--- config.mk ---
export PLATFORM = sky130hd
export DESIGN_NAME = program_loader_flat
export DESIGN_NICKNAME = d
export VERILOG_FILES = /design/src/rtl/program_loader_pkg.sv /design/src/rtl/program_loader_if.sv /design/src/rtl/program_loader_hold_counter.sv /design/src/rtl/program_loader.sv /design/src/flat_wrapper.sv
export SDC_FILE = /design/constraint.sdc
export NUM_CORES = 1
export LEC_CHECK = 0
export ABC_AREA = 1
export CAP_MARGIN = 20
export CORE_UTILIZATION = 49
export CTS_CLUSTER_SIZE = 30
export DETAILED_ROUTE_END_ITERATION = 8
export PLACE_DENSITY = 0.82
export SKIP_CTS_REPAIR_TIMING = 1
export SLEW_MARGIN = 20
export SYNTH_ARGS = -nofsm -noshare
export SYNTH_HDL_FRONTEND = slang
export SYNTH_SLANG_ARGS = --single-unit
--- constraint.sdc ---
create_clock -name clock -period 2 [get_ports clock]
set_input_delay 0.3 -clock clock [delete_from_list [all_inputs] [get_ports clock]]
set_output_delay 0.3 -clock clock [all_outputs]
set_load 0.005 [all_outputs]
--- src/rtl/program_loader_pkg.sv ---
// Shared types and sizing helpers for the program loader and its hold counter.
package program_loader_pkg;

    typedef enum logic [2:0] {
        ST_IDLE,
        ST_CLEAR,
        ST_LOAD,
        ST_HOLD,
        ST_START,
        ST_RUN
    } state_e;

    // word_count needs one extra bit so that a full-memory load (2^MEM words) is representable.
    localparam int unsigned WORD_COUNT_EXTRA_BITS = 1;

    function automatic int unsigned word_count_width(input int unsigned mem_address_bits);
        return mem_address_bits + WORD_COUNT_EXTRA_BITS;
    endfunction

    function automatic int unsigned hold_counter_width(input int unsigned hold_cycles);
        return (hold_cycles < 2) ? 1 : $clog2(hold_cycles + 1);
    endfunction

endpackage

--- src/rtl/program_loader_if.sv ---
// Word stream into the loader and the word write port out to the BRAM.
interface program_loader_if #(
    parameter int unsigned DATA_WIDTH       = 32,
    parameter int unsigned MEM_ADDRESS_BITS = 14
);
    logic                          in_valid;
    logic [DATA_WIDTH-1:0]         in_data;
    logic                          in_ready;
    logic                          mem_write;
    logic [MEM_ADDRESS_BITS-1:0]   mem_address;
    logic [DATA_WIDTH-1:0]         mem_write_data;
    logic [DATA_WIDTH/8-1:0]       mem_byte_enable;

    // Feeder side: produces the stream, observes the write port.
    modport master (
        output in_valid, in_data,
        input  in_ready, mem_write, mem_address, mem_write_data, mem_byte_enable
    );

    // Loader side: consumes the stream, drives the write port.
    modport slave (
        input  in_valid, in_data,
        output in_ready, mem_write, mem_address, mem_write_data, mem_byte_enable
    );
endinterface

--- src/rtl/program_loader_hold_counter.sv ---
// Loadable down-counter with a zero flag; saturates at zero. Used to stretch a reset.
module hold_counter #(
    parameter int unsigned WIDTH = 4
) (
    input  logic             clock,
    input  logic             reset,
    input  logic             load,
    input  logic [WIDTH-1:0] load_value,
    input  logic             decrement,
    output logic             zero
);
    logic [WIDTH-1:0] count_q, count_d;

    always_comb begin
        count_d = count_q;
        if (load) begin
            count_d = load_value;
        end else if (decrement && (count_q != '0)) begin
            count_d = count_q - WIDTH'(1);
        end
    end

    always_ff @(posedge clock) begin
        if (reset) begin
            count_q <= '0;
        end else begin
            count_q <= count_d;
        end
    end

    assign zero = (count_q == '0);
endmodule

--- src/rtl/program_loader.sv ---
// Streams a program image into the core's BRAM (optionally zero-filling first),
// holds the core in reset while loading, then releases it with a one-cycle start.
module program_loader
    import program_loader_pkg::*;
#(
    parameter int unsigned              DATA_WIDTH       = 32,
    parameter int unsigned              ADDRESS_BITS     = 32,
    parameter int unsigned              MEM_ADDRESS_BITS = 14,
    parameter logic [ADDRESS_BITS-1:0]  START_ADDRESS    = '0,
    parameter int unsigned              HOLD_CYCLES      = 10
) (
    input  logic                                          clock,
    input  logic                                          reset,
    input  logic                                          load_start,
    input  logic                                          load_clear,
    input  logic [word_count_width(MEM_ADDRESS_BITS)-1:0] word_count,
    program_loader_if.slave                               bus,
    output logic                                          core_reset,
    output logic                                          core_start,
    output logic [ADDRESS_BITS-1:0]                       program_address,
    output logic                                          busy,
    output logic                                          done,
    output logic                                          error
);
    localparam int unsigned WC_W = word_count_width(MEM_ADDRESS_BITS);
    localparam int unsigned HC_W = hold_counter_width(HOLD_CYCLES);
    localparam int unsigned BE_W = DATA_WIDTH / 8;

    localparam logic [WC_W-1:0] MEM_WORDS = {1'b1, {MEM_ADDRESS_BITS{1'b0}}};
    localparam logic [WC_W-1:0] LAST_ADDR = MEM_WORDS - WC_W'(1);
    localparam logic [HC_W-1:0] HOLD_LOAD = HC_W'(HOLD_CYCLES);

    state_e                      state_q, state_d;
    logic [WC_W-1:0]             count_q, count_d;
    logic [WC_W-1:0]             word_count_q, word_count_d;
    logic                        mem_write_q, mem_write_d;
    logic [MEM_ADDRESS_BITS-1:0] mem_address_q, mem_address_d;
    logic [DATA_WIDTH-1:0]       mem_write_data_q, mem_write_data_d;
    logic [BE_W-1:0]             mem_byte_enable_q, mem_byte_enable_d;
    logic                        core_reset_q, core_reset_d;
    logic                        core_start_q, core_start_d;
    logic                        busy_q, busy_d;
    logic                        done_q, done_d;
    logic                        error_q, error_d;

    logic in_ready;
    logic accept;
    logic hold_load;
    logic hold_decrement;
    logic hold_zero;

    // Ready is a pure decode so a handshake can land every cycle of LOAD.
    assign in_ready = (state_q == ST_LOAD) && (count_q < word_count_q);
    assign accept   = bus.in_valid && in_ready;

    hold_counter #(
        .WIDTH (HC_W)
    ) u_hold_counter (
        .clock      (clock),
        .reset      (reset),
        .load       (hold_load),
        .load_value (HOLD_LOAD),
        .decrement  (hold_decrement),
        .zero       (hold_zero)
    );

    always_comb begin
        state_d          = state_q;
        count_d          = count_q;
        word_count_d     = word_count_q;
        mem_write_d      = 1'b0;
        mem_address_d    = mem_address_q;
        mem_write_data_d = mem_write_data_q;
        error_d          = error_q;
        hold_load        = 1'b0;
        hold_decrement   = 1'b0;

        unique case (state_q)
            ST_IDLE, ST_RUN: begin
                if (load_start) begin
                    error_d      = 1'b0;
                    word_count_d = word_count;
                    count_d      = '0;
                    if (word_count > MEM_WORDS) begin
                        error_d = 1'b1;
                        state_d = ST_IDLE;
                    end else if (load_clear) begin
                        state_d = ST_CLEAR;
                    end else if (word_count == '0) begin
                        state_d   = ST_HOLD;
                        hold_load = 1'b1;
                    end else begin
                        state_d = ST_LOAD;
                    end
                end
            end
            ST_CLEAR: begin
                mem_write_d      = 1'b1;
                mem_address_d    = count_q[MEM_ADDRESS_BITS-1:0];
                mem_write_data_d = '0;
                count_d          = count_q + WC_W'(1);
                if (count_q == LAST_ADDR) begin
                    count_d = '0;
                    if (word_count_q == '0) begin
                        state_d   = ST_HOLD;
                        hold_load = 1'b1;
                    end else begin
                        state_d = ST_LOAD;
                    end
                end
            end
            ST_LOAD: begin
                if (accept) begin
                    mem_write_d      = 1'b1;
                    mem_address_d    = count_q[MEM_ADDRESS_BITS-1:0];
                    mem_write_data_d = bus.in_data;
                    count_d          = count_q + WC_W'(1);
                    if (count_q == word_count_q - WC_W'(1)) begin
                        state_d   = ST_HOLD;
                        hold_load = 1'b1;
                    end
                end
            end
            ST_HOLD: begin
                // The counter is loaded on entry, so HOLD spans the final write cycle plus HOLD_CYCLES.
                if (hold_zero) begin
                    state_d = ST_START;
                end else begin
                    hold_decrement = 1'b1;
                end
            end
            ST_START: begin
                state_d = ST_RUN;
            end
            default: begin
                state_d = ST_IDLE;
            end
        endcase

        // Status outputs are registered from the next state so they line up with it.
        mem_byte_enable_d = {BE_W{mem_write_d}};
        core_reset_d      = !((state_d == ST_START) || (state_d == ST_RUN));
        core_start_d      = (state_d == ST_START);
        busy_d            = (state_d == ST_CLEAR) || (state_d == ST_LOAD) || (state_d == ST_HOLD);
        done_d            = (state_d == ST_RUN);
    end

    always_ff @(posedge clock) begin
        if (reset) begin
            state_q           <= ST_IDLE;
            count_q           <= '0;
            word_count_q      <= '0;
            mem_write_q       <= 1'b0;
            mem_address_q     <= '0;
            mem_write_data_q  <= '0;
            mem_byte_enable_q <= '0;
            core_reset_q      <= 1'b1;
            core_start_q      <= 1'b0;
            busy_q            <= 1'b0;
            done_q            <= 1'b0;
            error_q           <= 1'b0;
        end else begin
            state_q           <= state_d;
            count_q           <= count_d;
            word_count_q      <= word_count_d;
            mem_write_q       <= mem_write_d;
            mem_address_q     <= mem_address_d;
            mem_write_data_q  <= mem_write_data_d;
            mem_byte_enable_q <= mem_byte_enable_d;
            core_reset_q      <= core_reset_d;
            core_start_q      <= core_start_d;
            busy_q            <= busy_d;
            done_q            <= done_d;
            error_q           <= error_d;
        end
    end

    assign bus.in_ready        = in_ready;
    assign bus.mem_write       = mem_write_q;
    assign bus.mem_address     = mem_address_q;
    assign bus.mem_write_data  = mem_write_data_q;
    assign bus.mem_byte_enable = mem_byte_enable_q;
    assign core_reset          = core_reset_q;
    assign core_start          = core_start_q;
    assign program_address     = START_ADDRESS;
    assign busy                = busy_q;
    assign done                = done_q;
    assign error               = error_q;
endmodule
--- src/flat_wrapper.sv ---
// flat-port wrapper written by rule: the top's interface ports become plain ports
module program_loader_flat import program_loader_pkg::*;
#(
    parameter int unsigned              DATA_WIDTH       = 32,
    parameter int unsigned              ADDRESS_BITS     = 32,
    parameter int unsigned              MEM_ADDRESS_BITS = 14,
    parameter logic [ADDRESS_BITS-1:0]  START_ADDRESS    = '0,
    parameter int unsigned              HOLD_CYCLES      = 10
)
  (clock, reset, load_start, load_clear, word_count, core_reset, core_start, program_address, busy, done, error, bus_in_valid, bus_in_data, bus_in_ready, bus_mem_write, bus_mem_address, bus_mem_write_data, bus_mem_byte_enable);
  program_loader_if #(.DATA_WIDTH(DATA_WIDTH), .MEM_ADDRESS_BITS(MEM_ADDRESS_BITS)) bus_i ();
  input  logic clock;
  input  logic reset;
  input  logic load_start;
  input  logic load_clear;
  input  logic [word_count_width(MEM_ADDRESS_BITS)-1:0] word_count;
  output logic core_reset;
  output logic core_start;
  output logic [ADDRESS_BITS-1:0] program_address;
  output logic busy;
  output logic done;
  output logic error;
  input wire logic [$bits(bus_i.in_valid)-1:0] bus_in_valid;
  input wire logic [$bits(bus_i.in_data)-1:0] bus_in_data;
  output wire logic [$bits(bus_i.in_ready)-1:0] bus_in_ready;
  output wire logic [$bits(bus_i.mem_write)-1:0] bus_mem_write;
  output wire logic [$bits(bus_i.mem_address)-1:0] bus_mem_address;
  output wire logic [$bits(bus_i.mem_write_data)-1:0] bus_mem_write_data;
  output wire logic [$bits(bus_i.mem_byte_enable)-1:0] bus_mem_byte_enable;
  assign bus_i.in_valid = bus_in_valid;
  assign bus_i.in_data = bus_in_data;
  assign bus_in_ready = bus_i.in_ready;
  assign bus_mem_write = bus_i.mem_write;
  assign bus_mem_address = bus_i.mem_address;
  assign bus_mem_write_data = bus_i.mem_write_data;
  assign bus_mem_byte_enable = bus_i.mem_byte_enable;
  program_loader #(.DATA_WIDTH(DATA_WIDTH), .ADDRESS_BITS(ADDRESS_BITS), .MEM_ADDRESS_BITS(MEM_ADDRESS_BITS), .START_ADDRESS(START_ADDRESS), .HOLD_CYCLES(HOLD_CYCLES)) u_core (.clock(clock), .reset(reset), .load_start(load_start), .load_clear(load_clear), .word_count(word_count), .bus(bus_i), .core_reset(core_reset), .core_start(core_start), .program_address(program_address), .busy(busy), .done(done), .error(error));
endmodule
Word-level counts from Yosys, hierarchy flattened

Index checks and enable logic that the tools add are counted.

$add $sub $neg: 3
Magnitude comparators: 2
Equality and inequality tests: 14
Multiplexer cells: 34
Reductions and logical operators: 20

Operators with widths:

| cell                                                                 | number |
|---|---|
| 32-bit one-hot mux with 2 select lines                               | 1 |
| 15-bit 2-to-1 mux                                                    | 3 |
| 15-bit one-hot mux with 3 select lines                               | 1 |
| 32-bit 2-to-1 mux                                                    | 1 |
| 15-bit logical NOT                                                   | 2 |
| 14-bit one-hot mux with 2 select lines                               | 1 |
| 3-bit 2-to-1 mux                                                     | 7 |
| 15-bit by 1-bit adder with 15-bit output, second input constant      | 1 |
| 15-bit by 14-bit == test with 1-bit output, second input constant    | 1 |
| 15-bit == test                                                       | 1 |
| 15-bit > comparator, second input constant                           | 1 |
| 15-bit < comparator                                                  | 1 |
| 3-bit one-hot mux with 5 select lines                                | 1 |
| 15-bit by 1-bit subtractor with 15-bit output, second input constant | 1 |
| 1-bit 2-to-1 mux                                                     | 14 |
| 14-bit 2-to-1 mux                                                    | 1 |
| 3-bit by 2-bit == test with 1-bit output, second input constant      | 4 |
| 3-bit == test, second input constant                                 | 4 |
| 4-bit 2-to-1 mux                                                     | 2 |
| 3-bit by 1-bit == test with 1-bit output, second input constant      | 2 |
| 4-bit logical NOT                                                    | 1 |
| 2-bit AND reduction                                                  | 2 |
| 2-bit nonzero test                                                   | 2 |
| 4-bit nonzero test                                                   | 1 |
| other kinds (12)                                                     | 17 |

Flip-flop bits (word level): 90
Output and inout port bits: 89
Word-level logic and storage cells: 87

Logic depth before layout (Yosys ltp)

Gate-level depths: netlist of the first run.

Word-level depth: 9
Gate-level depth with buffers: 16
Gate-level depth less buffers: 15

Cells and area by module

From an unflattened synthesis of the first run, not the netlist that was laid out.

Cells, all modules: 765
Area total of the unflattened synthesis: 5231.3 um^2

Modules (own cells, without submodules):

| module         | times used | cells each | area each (um^2) |
|---|---|---|---|
| program_loader | 1          | 724        | 4957.3 |
| hold_counter   | 1          | 41         | 274.0 |

Worst setup path after synthesis of the first run

No wires, ideal clock.

Path type: register to register
From: register u_core.word_count_q[2]
To: register u_core.count_q[0]
Setup time: 66 ps
Arrival: 1844 ps
Slack: 90 ps
Stages on the path, launching flop included: 17
Path buffers: 1
Clock period less this slack: 1910 ps
Cells stage by stage: dfxtp_1 > inv_2 > ha_1 > a21oi_1 > nand2_1 > nand2_1 > nand2_1 > nand2_1 > nand3_2 > inv_1 > nand2_1 > nand2_1 > nand2_2 > clkinv_2 > buf_6 > nand2_1 > a21oi_2

Longest elaborated chain between the ends: 5

Ends and longest elaborated chain:

| element                                            | RTL line              | source |
|---|---|---|
| start, declared                                    | program_loader.sv:35  | `logic [WC_W-1:0] word_count_q, word_count_d;` |
| start signal, assigned                             | program_loader.sv:165 | `word_count_q <= word_count_d;` |
| 15-bit < comparator                                | program_loader.sv:53  | `assign in_ready = (state_q == ST_LOAD) && (count_q < word_count_q);` |
| 1-bit logical AND                                  | program_loader.sv:53  |  |
| named net bus_in_ready                             | flat_wrapper.sv:25    | `output wire logic [$bits(bus_i.in_ready)-1:0] bus_in_ready;` |
| 1-bit logical AND                                  | program_loader.sv:54  | `assign accept = bus.in_valid && in_ready;` |
| 2-bit by 1-bit != test with 1-bit output (no line) | --                    |  |
| 3-bit AND reduction (no line)                      | --                    |  |
| end signal, assigned                               | program_loader.sv:164 | `count_q <= count_d;` |
| end, declared                                      | program_loader.sv:34  | `logic [WC_W-1:0] count_q, count_d;` |

The timed path passes the listed nets, and every way through them passes these cells.
A chain may end at the register's enable or synchronous reset.

Final worst setup path of the first run

From: register u_core.count_q[10]
To: register u_core.busy_q, in the netlist u_core.busy

Longest elaborated chain between the ends: 8
Elaborated cells on any way between the ends: 14
Those cells by class: order compare (1); eq/ne (5); mux (4); reduce/logical (4)

Ends and longest elaborated chain:

| element                                                                                              | RTL line              | source |
|---|---|---|
| 15-bit < comparator                                                                                  | program_loader.sv:53  |  |
| 1-bit logical AND                                                                                    | program_loader.sv:53  |  |
| 1-bit logical AND                                                                                    | program_loader.sv:54  |  |
| 3-bit 2-to-1 mux                                                                                     | program_loader.sv:113 | `if (accept) begin` |
| 3-bit one-hot mux with 5 select lines *                                                              | program_loader.sv:78  | `unique case (state_q)` |
| 3-bit by 1-bit == test with 1-bit output or 3-bit by 2-bit == test with 1-bit output (tied branches) | program_loader.sv:144 | `busy_d = (state_d == ST_CLEAR) \|\| (state_d == ST_LOAD) \|\| (state_d == ST_HOLD);` |
| 1-bit logical OR                                                                                     | program_loader.sv:144 |  |
| 1-bit logical OR *                                                                                   | program_loader.sv:144 |  |
| end signal, assigned                                                                                 | program_loader.sv:172 | `busy_q <= busy_d;` |
| end, declared                                                                                        | program_loader.sv:42  | `logic busy_q, busy_d;` |

Mark *: on every way between the ends. The rest lies on a longest branch, timed or not.

==> results of run 1 <==
## state kept, by name, summed over array words and instances (netlist names)
name / cells
u_core.word_count_q: 15
u_core.count_q: 15
u_core.state_q: 3
u_core.busy: 1
u_core.bus.mem_address: 14
u_core.bus.mem_write_data: 32
u_core.error: 1
u_core.done: 1
u_core.core_start: 1
u_core.bus.mem_write: 1
u_core.core_reset: 1
u_core.u_hold_counter.count_q: 4
## layout make-up
class | count | area (sq um) | share of cell area (%)
multi-input combinational | 520 | 2820 | 41.3
sequential | 89 | 1800 | 26.3
clock inverter | 5 | 63.8 | 0.934
clock buffer | 11 | 141 | 2.07
tap | 133 | 166 | 2.44
inverter | 82 | 318 | 4.65
timing repair buffer | 161 | 1530 | 22.3
## cell families (layout without fill, tap and decap cells)
logic type,count (synthesis),in the layout,synth area share (%)
XOR/XNOR,26,26,4.55
flip-flops,89,89,35.6
multiplexers,1,1,0.225
buffers and inverters,149,259,14.6
AO/OA/AOI/OAI,120,120,12.8
AND/OR/NAND/NOR,323,323,27.6
other,1,32,0.0750
adder cells (fa/ha/maj),18,18,4.50
## layer usage
metal | up-vias | part of all wire [%]
li1 | 2522 | -
met2 | 171 | 50
met1 | 2337 | 42
met5 | - | 0
met4 | 0 | 2.6
met3 | 30 | 5.1
## per-stage QoR
stage	cell area [sq um]	cells	hold WS, ns
2_1_floorplan	5120	758	0.384
3_3_place_gp	6340	984	0.448
3_5_place_dp	6340	984	0.453
4_1_cts	6550	1000	0.293
5_1_grt	6830	1001	0.300
6_report	6830	1001	0.308
## layout by cell type (no fill, tap or decap), types with 2 or more instances in the layout
cell type and n:
nand2_1 172, clkdlybuf4s50_1 106, dfxtp_1 76, nor2_1 73
inv_1 71, a21oi_1 63, buf_4 47, conb_1 32
o21ai_0 26, nand3_1 23, xor2_1 18, dfxtp_2 13
nand4_1 12, a21oi_2 11, a211oi_1 10, clkbuf_8 10
ha_1 9, ha_4 9, inv_2 8, nor2_2 8
xnor2_1 8, nor3_1 8, o21ai_1 7, nand3b_1 5
nand2_2 5, nand3_2 5, nor2_4 4, inv_4 2
nor3_2 2, or2_2 2, inv_6 2, clkinv_4 2
buf_12 2, buf_6 2
## power by group through the flow
stage                     clock, uW  sequential (uW)  combinational (uW)
after floorplan                   0             1950                 551
after detailed placement          0             1940                 922
after global placement            0             1940                 896
after global routing           1380             1920                1140
final                          1290             1910                1040
after CTS                      1310             1900                 926
## worst max-delay path, stage by stage (launching register included)
cell     delay, ns
dfxtp_1       0.39
buf_4         0.18
nand2_1       0.06
inv_1         0.09
nand2_1       0.09
nor3_1        0.22
nand4_1       0.21
nor2_1        0.26
nand3_2       0.20
nand4_1       0.19
nand2_1       0.07
inv_1         0.05
## worst paths after layout
check,from,to,depth (start not counted)
setup / recovery,u_core.count_q[10],u_core.busy,11
hold / removal,reset,u_core.bus.mem_write_data[24],2
setup reg to reg,u_core.count_q[10],u_core.busy,11
hold reg to reg,u_core.bus.mem_write_data[23],u_core.bus.mem_write_data[23],2
==> impl_metrics.tcl, run 1 <==
set metrics [dict create \
    internal-power_uw 2950 \
    ant_nets 0 \
    grt_pass1_vias 4393 \
    fin_util_pct 69.6 \
    fin_tns_setup_ns -0.252 \
    fp.dieW_microns 103 \
    die_h_microns 103 \
    synth_cell_types 37 \
    hold_path_class "primary input to flip-flop" \
    power.share.clock_pct 30.5 \
    nNetsFinal 933 \
    period_needed_ns 2.06 \
    fmaxAchievable_mhz 484 \
    max_cap_violations 0 \
    globalplace.congestion 0.912 \
    ys_seq_area_share_pct 35.6 \
    yosysMostFrequentCell "nand2_1" \
    syn_to_final_growth_pct 36.7 \
    dpl_worst_slack_ns -0.0933 \
    grtUsageMet3_pct 4.07 \
    sw_frac_of_total_pct 30.3 \
    synth-seq-cells 89 \
    violations "negative setup slack" \
    fill_cells 816 \
    layout_setup_ws_ns -0.0650 \
    ys.flop_type "dfxtp_1" \
    fin_crit_sh_pct 103 \
    met2_usage_pct 42.8 \
    totalWireLength_microns 14200 \
    fp-row-count 36 \
    power_switching_uw 1280 \
    synth_top_cells_by_count "nand2_1, dfxtp_1, inv_1, nor2_1, a21oi_1" \
    busiest_layer "met2" \
    p_seq_share_pct 45.1 \
    powerDensity_nw_per_um2 619 \
    grtUsageTotal_pct 25.4 \
    crit_type "flip-flop to flip-flop" \
    clock_latency_ns 0.37 \
    grtUsageMet1_pct 32.4 \
    cts-htree-levels 3 \
    cts_inserted_buffers 9 \
    rsz0062_at_grt "yes" \
    drtPass1Iterations 5 \
    worstPathArrival_ns 2.38 \
    grt_pass1_wl_microns 20600 \
    via_count 5060 \
    slew_viol_final 0 \
    r2r_slack_ns -0.06 \
    initial_utilization_pct 50.9 \
    grt_max_degree 45 \
    drive_gt1_share_pct 16.7 \
    cellLeakagePower_uw 0.00287 \
    n_antenna_cell 0 \
    drcViolationCount 0 \
    syn_avg_cell_area_sq_um 6.88 \
    overflow 0 \
    ys_top_cells_by_area "dfxtp_1, nand2_1, a21oi_1" \
    hold_viol 0 \
    drtIter0Drc 234 \
    yosysTopAreaCellShare_pct 35.6 \
    power.total_uw 4230 \
    vias_per_cell 5.05 \
    cts.reportedPaths.clkPinSlew_ns 0.09 \
    synth-async-reset-ratio_pct 0 \
    io_pins 141 \
    cp-start-kind "flip-flop" \
    required_ns 2.32 \
    fp.dieArea_sq_um 10600 \
    finalSetupViolations 7 \
    cp-end-kind "flip-flop" \
    wl_per_cell_microns 14.2 \
    critPathMaxFanout 6 \
    cts_buffer_depth 2 \
    port_buffers 108 \
    antenna_found_initial 0 \
    hpwl_microns 10700 \
    clock_sinks 89 \
    core_area_sq_um 9820 \
    clock-root-buffer "clkbuf_8" \
    synth.cell_area_sq_um 5000 \
    synth_largest_area_cell "dfxtp_1" \
    skew_ns 0.0107 \
    combPwrFrac_pct 24.5 \
    peakVddDrop_mv 0.444 \
    synth-edff-count 0 \
    cts_tree "done" \
    ys_warn_count 0 \
    synth_cells 727 \
    status "finished with violations" \
]
Note: power is estimated with default switching activity, not from simulation.
==> run 2: changes to the inputs <==
CORE_UTILIZATION = 45   (was 49)
CTS_CLUSTER_DIAMETER = 150   (was default)
CTS_CLUSTER_SIZE = default   (was 30)
PLACE_DENSITY = 0.76   (was 0.82)
==> run 2 against run 1 <==
  * The run still ends with negative setup slack left
  * Combinational power about the same
  * Worst hold slack worse by 0.057 ns
  * Non-clock buffer count down 1
  * Sequential power about the same
  * Flip-flop and latch count unchanged
  * Final cell count up 0.60%
==> impl_metrics.tcl, run 2 (synthesis gave the netlist of run 1 again) <==
set metrics [dict create \
    port_buffers 108 \
    layout_setup_ws_ns -0.0339 \
    power_switching_uw 1330 \
    min_path_cells 2 \
    cp-end-kind "output port" \
    initial_utilization_pct 46.1 \
    drtPass1Iterations 5 \
    power.share.clock_pct 29.3 \
    slowest_stage "dfxtp_2" \
    critPathMaxFanout 2 \
    hold_path_class "primary input to flip-flop" \
    r2r-start "u_core.word_count_q[14]" \
    drcViolationCount 0 \
    mostFrequentLayoutCells "nand2_1, clkdlybuf4s50_1, nor2_1" \
    overflow 0 \
    crit_type "flip-flop to output port" \
    fp.dieArea_sq_um 11500 \
    worstPathArrival_ns 1.73 \
    clock-root-buffer "clkbuf_8" \
    cts.reportedPaths.clkPinSlew_ns 0.10 \
    violations "negative setup slack" \
    drive_gt1_share_pct 16.8 \
    finalSetupViolations 1 \
    nNetsFinal 932 \
    path_cells "inv_1 > ha_4 > a21oi_1 > o21ai_1 > a21oi_2 > nand3_4 > inv_2 > buf_6" \
    cellLeakagePower_uw 0.00287 \
    cp-start-kind "flip-flop" \
    cts_tree "done" \
    fp.dieW_microns 107 \
    path_buf_inv 3 \
    combPwrFrac_pct 24.9 \
    drtIter0Drc 294 \
    p_seq_share_pct 45.8 \
    cts_inserted_buffers 9 \
    n_antenna_cell 0 \
    cts_buffer_depth 2 \
    via_count 4941 \
    slew_headroom_pct 65.5 \
    totalWireLength_microns 13500 \
    largest_reg_flops 32 \
    rr_worst_depth 11 \
    grtUsageTotal_pct 22.6 \
    critical_path.top_delay_family "compound AO/OA/AOI/OAI gates" \
    hpwl_microns 9950 \
    fin_crit_sh_pct 102 \
    required_ns 1.70 \
    slew_viol_final 0 \
    clock_latency_ns 0.37 \
    io_pins 141 \
    die_h_microns 107 \
    syn_to_final_growth_pct 36.7 \
    wl_per_cell_microns 13.4 \
    core_area_sq_um 10800 \
    sw_frac_of_total_pct 32.0 \
    powerDensity_nw_per_um2 609 \
    vias_per_cell 4.91 \
    worst_r2r_endpoint "u_core.bus.mem_address[10]" \
    cp-endpoint "bus_in_ready" \
    globalplace.congestion 0.900 \
    mostFrequentLayoutCell "nand2_1" \
    ant_nets 0 \
    grt_pass1_wl_microns 20400 \
    fmaxAchievable_mhz 492 \
    period_needed_ns 2.03 \
    power.total_uw 4160 \
    startpoint "u_core.word_count_q[14]" \
    cp.depth 8 \
    cts-htree-levels 3 \
    clock_sinks 89 \
    slowest_delay_ns 0.33 \
    tightestPinTransition_ns 0.514 \
    status "finished with violations" \
    internal-power_uw 2830 \
    r2r_slack_ns 0 \
    antenna_found_initial 0 \
    grt_pass1_vias 4300 \
    rsz0062_at_grt "yes" \
    peakVddDrop_mv 0.486 \
    fin_tns_setup_ns -0.0339 \
    skew_ns 0.0171 \
    max_cap_violations 0 \
    hold_viol 0 \
    fp-row-count 38 \
    grt_max_degree 33 \
]
==> run 2: cell count changes in the layout (fill, tap and decap cells not counted), moves of 3 or more <==
cell and delta:
a21oi_2 -6, o21ai_2 +3, dfxtp_2 +3, dfxtp_1 -4, buf_6 +3, a21oi_1 +6
buf_4 -3, o21ai_0 -3, inv_6 +3
==> run 2: power by group through the flow <==
stage	Clock [uW]	Combinational, uW	Sequential, uW
floorplan	0	551	1950
global placement	0	904	1940
detailed placement	0	913	1940
CTS	1260	917	1900
global route	1330	1140	1920
finish	1220	1030	1910
==> run 2: through the flow <==
| stage | setup WS (ns) | hold WS (ns) | instance area [sq um] | utilization, % | std cells |
|---|---|---|---|---|---|
| floorplan | 0.0895 | 0.384 | 5120 | - | 758 |
| global placement | -0.0810 | 0.447 | 6330 | 58.4 | 988 |
| detailed placement | -0.105 | 0.453 | 6330 | 58.4 | 988 |
| CTS | -0.525 | 0.235 | 6520 | 60.1 | 1004 |
| global route | -0.0971 | 0.247 | 6830 | 63.0 | 1007 |
| finish | -0.0339 | 0.251 | 6830 | 63.0 | 1007 |
==> run 2: worst min path at each step <==
stage / startpoint / endpoint / slack, ns
finish: reset / u_core.bus.mem_write_data[21] / 0.25
global route: reset / u_core.bus.mem_write_data[31] / 0.25
CTS: reset / u_core.bus.mem_write_data[31] / 0.24
detailed placement: u_core.bus.mem_write_data[27] / u_core.bus.mem_write_data[27] / 0.45
global placement: u_core.bus.mem_write_data[3] / u_core.bus.mem_write_data[3] / 0.45
floorplan: reset / u_core.state_q[2] / 0.38
==> run 2: cell type report <==
type	count	area, sq um
fill	978	4010
multi-input combinational	520	2810
sequential	89	1810
timing repair buffer	160	1530
inverter	82	318
tap	140	175
clock buffer	9	124
clock inverter	7	70.1
==> run 2: routing by layer <==
metal / share of wire [%] / global-route usage [%] / vias to the layer above
met4: 3.0 / 9.00 / 0
met5: 0 / 0 / -
met1: 44 / 29.5 / 2220
met2: 48 / 36.5 / 168
met3: 5.4 / 4.42 / 30
li1: - / - / 2523
